===== src/rtl/spi_dac_sequencer_pkg.sv =====
// Shared types and constants for the SPI DAC sequencer: FSM states, default
// DAC command codes and the frame-width derivation.
package spi_dac_sequencer_pkg;

    typedef enum logic [1:0] {
        ST_IDLE  = 2'd0,
        ST_START = 2'd1,
        ST_WAIT  = 2'd2,
        ST_GAP   = 2'd3
    } seq_state_t;

    localparam logic [7:0] CMD_WRITE_INPUT  = 8'h10;
    localparam logic [7:0] CMD_UPDATE       = 8'h20;
    localparam logic [7:0] CMD_WRITE_UPDATE = 8'h30;

    // A frame is the command field followed by the sample, MSB first.
    function automatic int frame_width(input int cmd_width, input int sample_width);
        return cmd_width + sample_width;
    endfunction

endpackage


===== src/rtl/spi_dac_sequencer_fifo.sv =====
// Synchronous sample FIFO: first-word-fall-through head, occupancy count,
// overflow/underflow-protected push and pop.
module sync_fifo #(
    parameter  int WIDTH = 16,
    parameter  int DEPTH = 4,
    localparam int AW    = $clog2(DEPTH)
) (
    input  logic             CLK,
    input  logic             RESET,
    input  logic             push,
    input  logic [WIDTH-1:0] push_data,
    input  logic             pop,
    output logic [WIDTH-1:0] head,
    output logic             full,
    output logic             empty,
    output logic [AW:0]      count
);

    logic [WIDTH-1:0] mem [DEPTH];
    logic [AW-1:0]    wr_ptr;
    logic [AW-1:0]    rd_ptr;
    logic             push_ok;
    logic             pop_ok;

    assign full    = (count == (AW+1)'(DEPTH));
    assign empty   = (count == '0);
    assign push_ok = push & ~full;
    assign pop_ok  = pop & ~empty;
    assign head    = mem[rd_ptr];

    always_ff @(posedge CLK) begin
        if (push_ok) begin
            mem[wr_ptr] <= push_data;
        end
    end

    // DEPTH is a power of two, so the pointers wrap on their own.
    always_ff @(posedge CLK or posedge RESET) begin
        if (RESET) begin
            wr_ptr <= '0;
            rd_ptr <= '0;
            count  <= '0;
        end else begin
            if (push_ok) begin
                wr_ptr <= wr_ptr + AW'(1);
            end
            if (pop_ok) begin
                rd_ptr <= rd_ptr + AW'(1);
            end
            case ({push_ok, pop_ok})
                2'b10:   count <= count + (AW+1)'(1);
                2'b01:   count <= count - (AW+1)'(1);
                default: count <= count;
            endcase
        end
    end

endmodule


===== src/rtl/spi_dac_sequencer.sv =====
// Feeds an SPI master with one {CMD, sample} frame per sample tick, buffering
// samples from the waveform core and flagging underrun, late tick and timeout.
module spi_dac_sequencer
    import spi_dac_sequencer_pkg::*;
#(
    parameter  int CMD_WIDTH      = 8,
    parameter  int SAMPLE_WIDTH   = 16,
    parameter  int FIFO_DEPTH     = 4,
    parameter  int GAP_CYCLES     = 50,
    parameter  int TIMEOUT_CYCLES = 4096,
    localparam int FRAME_WIDTH    = frame_width(CMD_WIDTH, SAMPLE_WIDTH),
    localparam int FIFO_AW        = $clog2(FIFO_DEPTH)
) (
    input  logic                    CLK,
    input  logic                    RESET,
    input  logic [SAMPLE_WIDTH-1:0] S_DATA,
    input  logic                    S_VALID,
    output logic                    S_READY,
    input  logic [CMD_WIDTH-1:0]    CMD,
    input  logic                    SAMPLE_TICK,
    input  logic                    CLEAR,
    output logic                    SPI_ENABLE,
    output logic [7:0]              SPI_LENGTH,
    output logic [FRAME_WIDTH-1:0]  SPI_DATA_TX,
    input  logic                    SPI_DONE,
    input  logic [FRAME_WIDTH-1:0]  SPI_DATA_RX,
    output logic [FRAME_WIDTH-1:0]  RX_DATA,
    output logic [15:0]             FRAME_CNT,
    output logic                    BUSY,
    output logic                    UNDERRUN,
    output logic                    LATE,
    output logic                    TIMEOUT,
    output seq_state_t              DBG_STATE,
    output logic [FIFO_AW:0]        DBG_FIFO_COUNT
);

    localparam int                WD_W     = $clog2(TIMEOUT_CYCLES) + 1;
    localparam int                GAP_W    = $clog2(GAP_CYCLES) + 1;
    localparam logic [WD_W-1:0]   WD_LAST  = WD_W'(TIMEOUT_CYCLES - 1);
    localparam logic [GAP_W-1:0]  GAP_LAST = GAP_W'((GAP_CYCLES == 0) ? 0 : GAP_CYCLES - 1);

    seq_state_t               state;
    seq_state_t               state_next;
    logic [WD_W-1:0]          wd_cnt;
    logic [GAP_W-1:0]         gap_cnt;
    logic [SAMPLE_WIDTH-1:0]  fifo_head;
    logic                     fifo_full;
    logic                     fifo_empty;
    logic                     fifo_pop;
    logic                     set_underrun;
    logic                     set_late;
    logic                     set_timeout;
    logic                     done_accept;

    // Sample input handshake: a word transfers on every rising CLK edge where
    // S_VALID and S_READY are both high; S_READY depends only on FIFO fullness,
    // never on S_VALID, and the source must hold S_DATA while S_VALID is high.
    assign S_READY = ~fifo_full;

    sync_fifo #(
        .WIDTH (SAMPLE_WIDTH),
        .DEPTH (FIFO_DEPTH)
    ) u_fifo (
        .CLK       (CLK),
        .RESET     (RESET),
        .push      (S_VALID),
        .push_data (S_DATA),
        .pop       (fifo_pop),
        .head      (fifo_head),
        .full      (fifo_full),
        .empty     (fifo_empty),
        .count     (DBG_FIFO_COUNT)
    );

    assign SPI_LENGTH = 8'(FRAME_WIDTH / 8);
    assign SPI_ENABLE = (state == ST_START);
    assign BUSY       = (state != ST_IDLE);
    assign DBG_STATE  = state;

    always_ff @(posedge CLK or posedge RESET) begin
        if (RESET) begin
            state <= ST_IDLE;
        end else begin
            state <= state_next;
        end
    end

    always_comb begin
        state_next   = state;
        fifo_pop     = 1'b0;
        set_underrun = 1'b0;
        set_timeout  = 1'b0;
        done_accept  = 1'b0;
        // Ticks outside IDLE are dropped, not queued.
        set_late     = SAMPLE_TICK && (state != ST_IDLE);
        case (state)
            ST_IDLE: begin
                if (SAMPLE_TICK) begin
                    if (!fifo_empty) begin
                        fifo_pop   = 1'b1;
                        state_next = ST_START;
                    end else begin
                        set_underrun = 1'b1;
                    end
                end
            end
            ST_START: begin
                state_next = ST_WAIT;
            end
            ST_WAIT: begin
                if (SPI_DONE) begin
                    done_accept = 1'b1;
                    state_next  = ST_GAP;
                end else if (wd_cnt == WD_LAST) begin
                    set_timeout = 1'b1;
                    state_next  = ST_GAP;
                end
            end
            ST_GAP: begin
                if (gap_cnt == GAP_LAST) begin
                    state_next = ST_IDLE;
                end
            end
            default: begin
                state_next = ST_IDLE;
            end
        endcase
    end

    // Watchdog runs from zero on the first WAIT cycle; gap counter from zero on the first GAP cycle.
    always_ff @(posedge CLK or posedge RESET) begin
        if (RESET) begin
            wd_cnt  <= '0;
            gap_cnt <= '0;
        end else begin
            if (state == ST_START) begin
                wd_cnt <= '0;
            end else if (state == ST_WAIT) begin
                wd_cnt <= wd_cnt + WD_W'(1);
            end
            if (state == ST_GAP) begin
                gap_cnt <= gap_cnt + GAP_W'(1);
            end else begin
                gap_cnt <= '0;
            end
        end
    end

    always_ff @(posedge CLK or posedge RESET) begin
        if (RESET) begin
            SPI_DATA_TX <= '0;
            RX_DATA     <= '0;
            FRAME_CNT   <= '0;
        end else begin
            if (fifo_pop) begin
                SPI_DATA_TX <= {CMD, fifo_head};
            end
            if (done_accept) begin
                RX_DATA   <= SPI_DATA_RX;
                FRAME_CNT <= FRAME_CNT + 16'd1;
            end
        end
    end

    // Sticky flags: a set in the same cycle as CLEAR keeps the flag high.
    always_ff @(posedge CLK or posedge RESET) begin
        if (RESET) begin
            UNDERRUN <= 1'b0;
            LATE     <= 1'b0;
            TIMEOUT  <= 1'b0;
        end else begin
            UNDERRUN <= set_underrun | (UNDERRUN & ~CLEAR);
            LATE     <= set_late     | (LATE     & ~CLEAR);
            TIMEOUT  <= set_timeout  | (TIMEOUT  & ~CLEAR);
        end
    end

endmodule


===== config.mk =====
export PLATFORM = sky130hd
export DESIGN_NAME = spi_dac_sequencer
export DESIGN_NICKNAME = d
export VERILOG_FILES = /design/src/rtl/spi_dac_sequencer_pkg.sv /design/src/rtl/spi_dac_sequencer_fifo.sv /design/src/rtl/spi_dac_sequencer.sv
export SDC_FILE = /design/constraint.sdc
export NUM_CORES = 1
export LEC_CHECK = 0
export CELL_PAD_IN_SITES_DETAIL_PLACEMENT = 1
export CELL_PAD_IN_SITES_GLOBAL_PLACEMENT = 2
export CORE_MARGIN = 5
export CORE_UTILIZATION = 36
export CTS_CLUSTER_DIAMETER = 120
export DETAILED_ROUTE_END_ITERATION = 16
export HOLD_SLACK_MARGIN = 0.03
export PLACE_DENSITY_LB_ADDON = 0.1
export SLEW_MARGIN = 20
export SYNTH_ARGS = -nofsm -noshare
export SYNTH_HDL_FRONTEND = slang
export SYNTH_SLANG_ARGS = --single-unit

===== constraint.sdc =====
create_clock -name CLK -period 4.2 [get_ports CLK]
set_clock_uncertainty 0.2 [all_clocks]
set_input_delay 0.84 -clock CLK [delete_from_list [all_inputs] [get_ports CLK]]
set_output_delay 0.84 -clock CLK [all_outputs]
set_load 0.01 [all_outputs]

==> results.py <==
metrics = {
    "status": {
        "status": "finished clean",
    },
    "drt": {
        "viasPerCell": 4.87,
        "dr.pass1.iters": 4,
        "drt-initial-drc-count": 146,
        "vias": 3967,
        "wl_per_cell_um": 18.8,
        "postRouteAntennaNets": 0,
        "drt-total-wl_mm": 15.3,
        "drc": 0,
    },
    "clock_tree": {
        "ctsResizeCount": 0,
        "numCtsBuffers": 17,
        "clk_latency_ns": 0.42,
        "cts_tree": "built",
        "ctsLongestPathBuffers": 2,
        "clock-sinks": 160,
        "cts_root_buffer": "clkbuf_16",
        "path_clk_slew_ns": 0.07,
        "htree_num_levels": 4,
        "postCtsHoldBufs": 0,
        "post_cts_buffers": 0,
    },
    "floorplan": {
        "die_height_um": 146,
        "die_x_um": 146,
        "pin_count": 137,
        "start_util_pct": 36.8,
        "placementRows": 49,
        "core-area_um2": 18000,
        "die-area_um2": 21200,
    },
    "finish": {
        "drive_above_1_share_pct": 16.7,
        "diodes": 0,
        "final_cell_mix": "clkdlybuf4s50_1 (128), dfrtp_1 (96), edfxtp_1 (64)",
        "syn_to_final_growth_pct": 31.1,
        "mostFrequentLayoutCell": "clkdlybuf4s50_1",
        "stdcell_area_um2": 8690,
        "layout.nets": 642,
    },
    "placement": {
        "port_buffers": 128,
        "post_dp_cell_area_um2": 8100,
        "gp_routability_congestion": 0.706,
        "hpwlAfterDp_mm": 10.7,
    },
    "synthesis": {
        "dominantRegCellSynth": "dfrtp_1",
        "yosysSeqAreaShare_pct": 65.3,
        "syn-mean-instance-area_um2": 15.1,
        "synth_warnings": 0,
        "synthCells": 438,
        "netlist-cell-type-count": 45,
        "synth_edf_count": 64,
        "async_flop_share_pct": 60.0,
        "ys_ff_latch": 160,
        "netlist_area_um2": 6630,
    },
    "global_route": {
        "gr-total-overflow": 0,
        "grt_util_all_layers_pct": 15.0,
        "antenna_found_initial": 0,
        "grt_pass1_vias": 4418,
        "grt_pass1_wl_mm": 25.0,
        "grt_max_degree": 59,
    },
    "timing": {
        "hold_viol": 0,
        "whs_ns": 0.278,
        "finalSetupViolations": 0,
        "rsz0062_at_grt": "no",
        "tns_ns": 0,
        "post-route-min-period_ns": 3.19,
        "period_share_pct": 75.9,
        "drv_slew": 0,
        "tightest_slew_ns": 0.916,
        "timing.fmax_ghz": 0.314,
        "slew_headroom_pct": 38.9,
    },
    "setup_path": {
        "setup.worst_path.end": "SPI_ENABLE",
        "reg2reg_from": "DBG_STATE[1]",
        "crit_type": "flop to primary output",
        "reg2reg_depth": 10,
        "critPathLaunchType": "flop",
        "r2r_slack_ns": 1.47,
        "worst-path-max-fanout": 15,
        "endpoint_kind": "primary output",
        "worstPathArrival_ns": 2.15,
        "r2r-end": "u_fifo.count[2]",
        "crit_start": "DBG_STATE[1]",
        "worstPathRequired_ns": 3.16,
    },
    "power": {
        "peakVddDrop_mv": 0.283,
        "p_leak_nw": 3.59,
        "power_density_nw_per_um2": 429,
    },
    "run": {
        "maxCapViolCount": 0,
    },
    "hold_path": {
        "hold_class": "flop to flop",
    },
}
metrics by stage:
step	utilization (%)	cells	worst slack (ns)	power, mW
after CTS	48.2	815	0.968	3.79
after global routing	48.2	815	0.835	3.92
final	48.2	815	1.01	3.73
after global placement	44.9	783	0.977	2.24
after detailed placement	44.9	783	0.922	2.26
after floorplan	-	444	0.655	2.07
cells by family (layout without fill, tap and decap cells):
logic type | Yosys count | after routing | synth area share (%)
DFF | 160 | 160 | 65.3
AOI/OAI and AO/OA | 34 | 34 | 3.29
and+or+nand+nor | 99 | 99 | 7.89
buffers and inverters | 40 | 182 | 3.29
adders and majority gates | 15 | 15 | 2.95
xor gates and xnor gates | 25 | 25 | 3.30
other | 2 | 8 | 0.113
muxes | 63 | 63 | 13.9
sequential cells by signal, summed over array words and instances, names as in the netlist:
signal,flops
u_fifo.wr_ptr,2
LATE,1
UNDERRUN,1
DBG_STATE,2
RX_DATA,24
SPI_DATA_TX,24
FRAME_CNT,16
gap_cnt,7
u_fifo.rd_ptr,2
wd_cnt,13
TIMEOUT,1
u_fifo.mem,64
u_fifo.count,3
report_power, final:
part           internal, mW  total, mW  switching [mW]  leakage, nW
clock network         0.797       1.51           0.715        0.282
logic                 0.161      0.363           0.203         1.42
registers              1.79       1.85          0.0572         1.89
total                  2.75       3.73           0.975         3.59
area by class of cell:
cell class	count	area, µm²
fill	1821	9340
sequential	160	4320
tap	229	287
inverter	19	78.8
clock buffer	17	425
timing repair buffer	131	1300
multi-input combinational	244	2110
clock inverter	15	161
critical path, cell delays in order, from the launching register on:
cell,delay [ns]
dfrtp_1,0.42
inv_1,0.14
ha_1,0.52
clkdlybuf4s50_1,0.64
cells in the mapped netlist (all sizes together) (11+ instances only):
| cell type | instances | area [µm²] |
|---|---|---|
| mux4 | 16 | 360 |
| and3 | 11 | 68.8 |
| nand3 | 12 | 72.6 |
| inv | 19 | 76.3 |
| o21ai | 16 | 80.1 |
| nand2 | 37 | 139 |
| edfxtp | 64 | 1920 |
| xnor2 | 21 | 184 |
| ha | 14 | 175 |
| buf | 15 | 119 |
| mux2 | 43 | 522 |
| dfrtp | 96 | 2400 |
worst min-delay path by stage:
stage	endpoint	depth (start not counted)	start
floorplan	wd_cnt[11]	1	wd_cnt[11]
global placement	SPI_DATA_TX[22]	2	SPI_DATA_TX[22]
detailed placement	SPI_DATA_TX[17]	2	SPI_DATA_TX[17]
CTS	SPI_DATA_TX[22]	2	SPI_DATA_TX[22]
global route	SPI_DATA_TX[22]	2	SPI_DATA_TX[22]
finish	SPI_DATA_TX[17]	2	SPI_DATA_TX[17]
routing by layer:
metal,share of wire [%],routed length [µm],up-vias,track usage (%)
met4,1.0,159,0,4.29
met3,3.4,524,14,4.48
met1,43,6590,2036,18.6
li1,-,-,1848,-
met5,0,0,-,0
met2,52,8030,69,25.5
(Power assumes the default switching activity.)
==> variant: new RTL, config.mk and constraints unchanged <==
The parameter `TIMEOUT_CYCLES` goes from 4096 to 2048.
--- a/src/rtl/spi_dac_sequencer.sv
+++ b/src/rtl/spi_dac_sequencer.sv
@@ -7,7 +7,7 @@
     parameter  int SAMPLE_WIDTH   = 16,
     parameter  int FIFO_DEPTH     = 4,
     parameter  int GAP_CYCLES     = 50,
-    parameter  int TIMEOUT_CYCLES = 4096,
+    parameter  int TIMEOUT_CYCLES = 2048,
     localparam int FRAME_WIDTH    = frame_width(CMD_WIDTH, SAMPLE_WIDTH),
     localparam int FIFO_AW        = $clog2(FIFO_DEPTH)
 ) (
Function: no difference found for any inputs over 10 cycles, from zero or initial values and one cycle with RESET high; that may be too few to reach the edited logic, so the function may still have changed.
==> variant against the unedited design <==
  * Synthesized cell count is 0.91% lower
  * Area after synthesis fell by 0.87%
  * Sequential cell count decreased by 1
  * Worst setup slack improved by 0.23 ns
  * Final cell count fell by 0.25%
  * Design area decreased by 0.23%
  * Wire length is 2.1% lower
  * Utilization is 0.053 points higher
  * Sequential share of layout area down 0.17 points
  * Largest cell class unchanged
  * Highest routed layer unchanged
Power is not compared: it rests on default switching activity, and its combinational part moved more than twofold at a synthesized area within 25%.
==> variant: results <==
[synth]
synth_cell_types = 44
synth_commonest_cells = 95 x dfrtp_1, 64 x edfxtp_1, 36 x nand2_1
synth_edf_count = 64
synthFlopType = dfrtp_1
yosysSeqAreaShare_pct = 65.4
synthTopCellsByArea = dfrtp_1 36%, edfxtp_1 29%, mux4_2 5.5%
async_flop_share_pct = 59.7

[global_route]
grt_pass1_wl_mm = 24.2
grt_pass1_vias = 4292
grt_usage_pct = 14.6
antenna_found_initial = 0
gr-usage-met2_pct = 24.3
grt_max_degree = 53
met3_usage_pct = 4.21
grt_util_met1_pct = 17.8

[cts]
cts_buffers = 17
postCtsSetupBuffers = 0
htreeDepth = 4
cts_max_path_buffers = 2
clk-insertion-delay-late_ns = 0.43

[setup_path]
slowest_delay_ns = 0.59
slowest_stage = clkdlybuf4s50_1
cp.arrival_ns = 1.91
crit_family = buffers and inverters
worstPathMaxFanout = 9

[place]
portBuffers = 128
place_worst_setup_slack_ns = 1.19
hpwlAfterDp_mm = 10.4
gp_congestion = 0.738

[cells_and_area]
bufAreaShareNonClock_pct = 15.3
fill_cells = 1802
reg.largest.list = u_fifo.mem: 64 flops, RX_DATA: 24 flops, SPI_DATA_TX: 24 flops
n_clock_buffer = 18
sh_seq_area_pct = 49.6
multi_input_area_share_pct = 24.2
drive_gt1_share_pct = 16.3
inv_count = 18
n_all_buffers = 132
num-multi-input-gates = 243
clock_cell_area_share_pct = 6.83
nNetsFinal = 640
seq_cells = 159

[routing]
wl_met2_mm = 7.50
wl_met3_um = 644
vias_per_cell = 4.80
wl_met1_mm = 6.48
wire_per_inst_um = 18.4
maxUsedRoutingLayer = met4
drtIter0Drc = 129

[sta]
slew_headroom_pct = 38.6

[worst_hold_path]
worst_hold_path_type = reg2reg

[outcome]
outcome = finished, final reports clean
## variant: cell count changes after synthesis, sizes merged, moves of 4 or more
cell and change:
and2 +4, xor2 +8, xnor2 -4, o21ai -6
nand4 -6
## variant: per-stage QoR
step / total power, W / std cells / hold WS [ns] / instance area (sq um)
6_report: 0.00604 / 813 / 0.273 / 8670
4_1_cts: 0.00617 / 813 / 0.282 / 8670
3_5_place_dp: 0.00458 / 781 / 0.266 / 8080
3_3_place_gp: 0.00450 / 781 / 0.261 / 8080
2_1_floorplan: 0.00355 / 440 / 0.250 / 6590
5_1_grt: 0.00641 / 813 / 0.310 / 8670
## variant: path summary, 6_finish.rpt
check | start | to | slack (ns) | cells after the start
setup / recovery | DBG_STATE[1] | SPI_ENABLE | 1.25 | 3
hold / removal | SPI_DATA_TX[19] | SPI_DATA_TX[19] | 0.27 | 2
setup reg to reg | DBG_STATE[0] | u_fifo.count[2] | 1.73 | 10
hold reg to reg | SPI_DATA_TX[19] | SPI_DATA_TX[19] | 0.27 | 2
max in group asynchronous | RESET | FRAME_CNT[2] | 2.48 | 3
min in group asynchronous | RESET | SPI_DATA_TX[9] | 0.63 | 2
## variant: kinds of logic (layout without fill, tap and decap cells)
family | Yosys count | after routing | share of synthesized area (%)
AND/OR/NAND/NOR | 108 | 108 | 8.76
XOR/XNOR | 29 | 29 | 3.87
flip-flops | 159 | 159 | 65.4
other | 2 | 8 | 0.114
buffers and inverters | 38 | 182 | 2.95
adder cells (fa/ha/maj) | 15 | 15 | 2.97
multiplexers | 61 | 61 | 13.8
AO/OA/AOI/OAI | 22 | 22 | 2.08
## variant: report_power, final
part	switching (W)	internal, W	total, W
clock network	0.000707	0.000852	0.00156
registers	0.000307	0.00210	0.00241
logic	0.000898	0.00118	0.00208
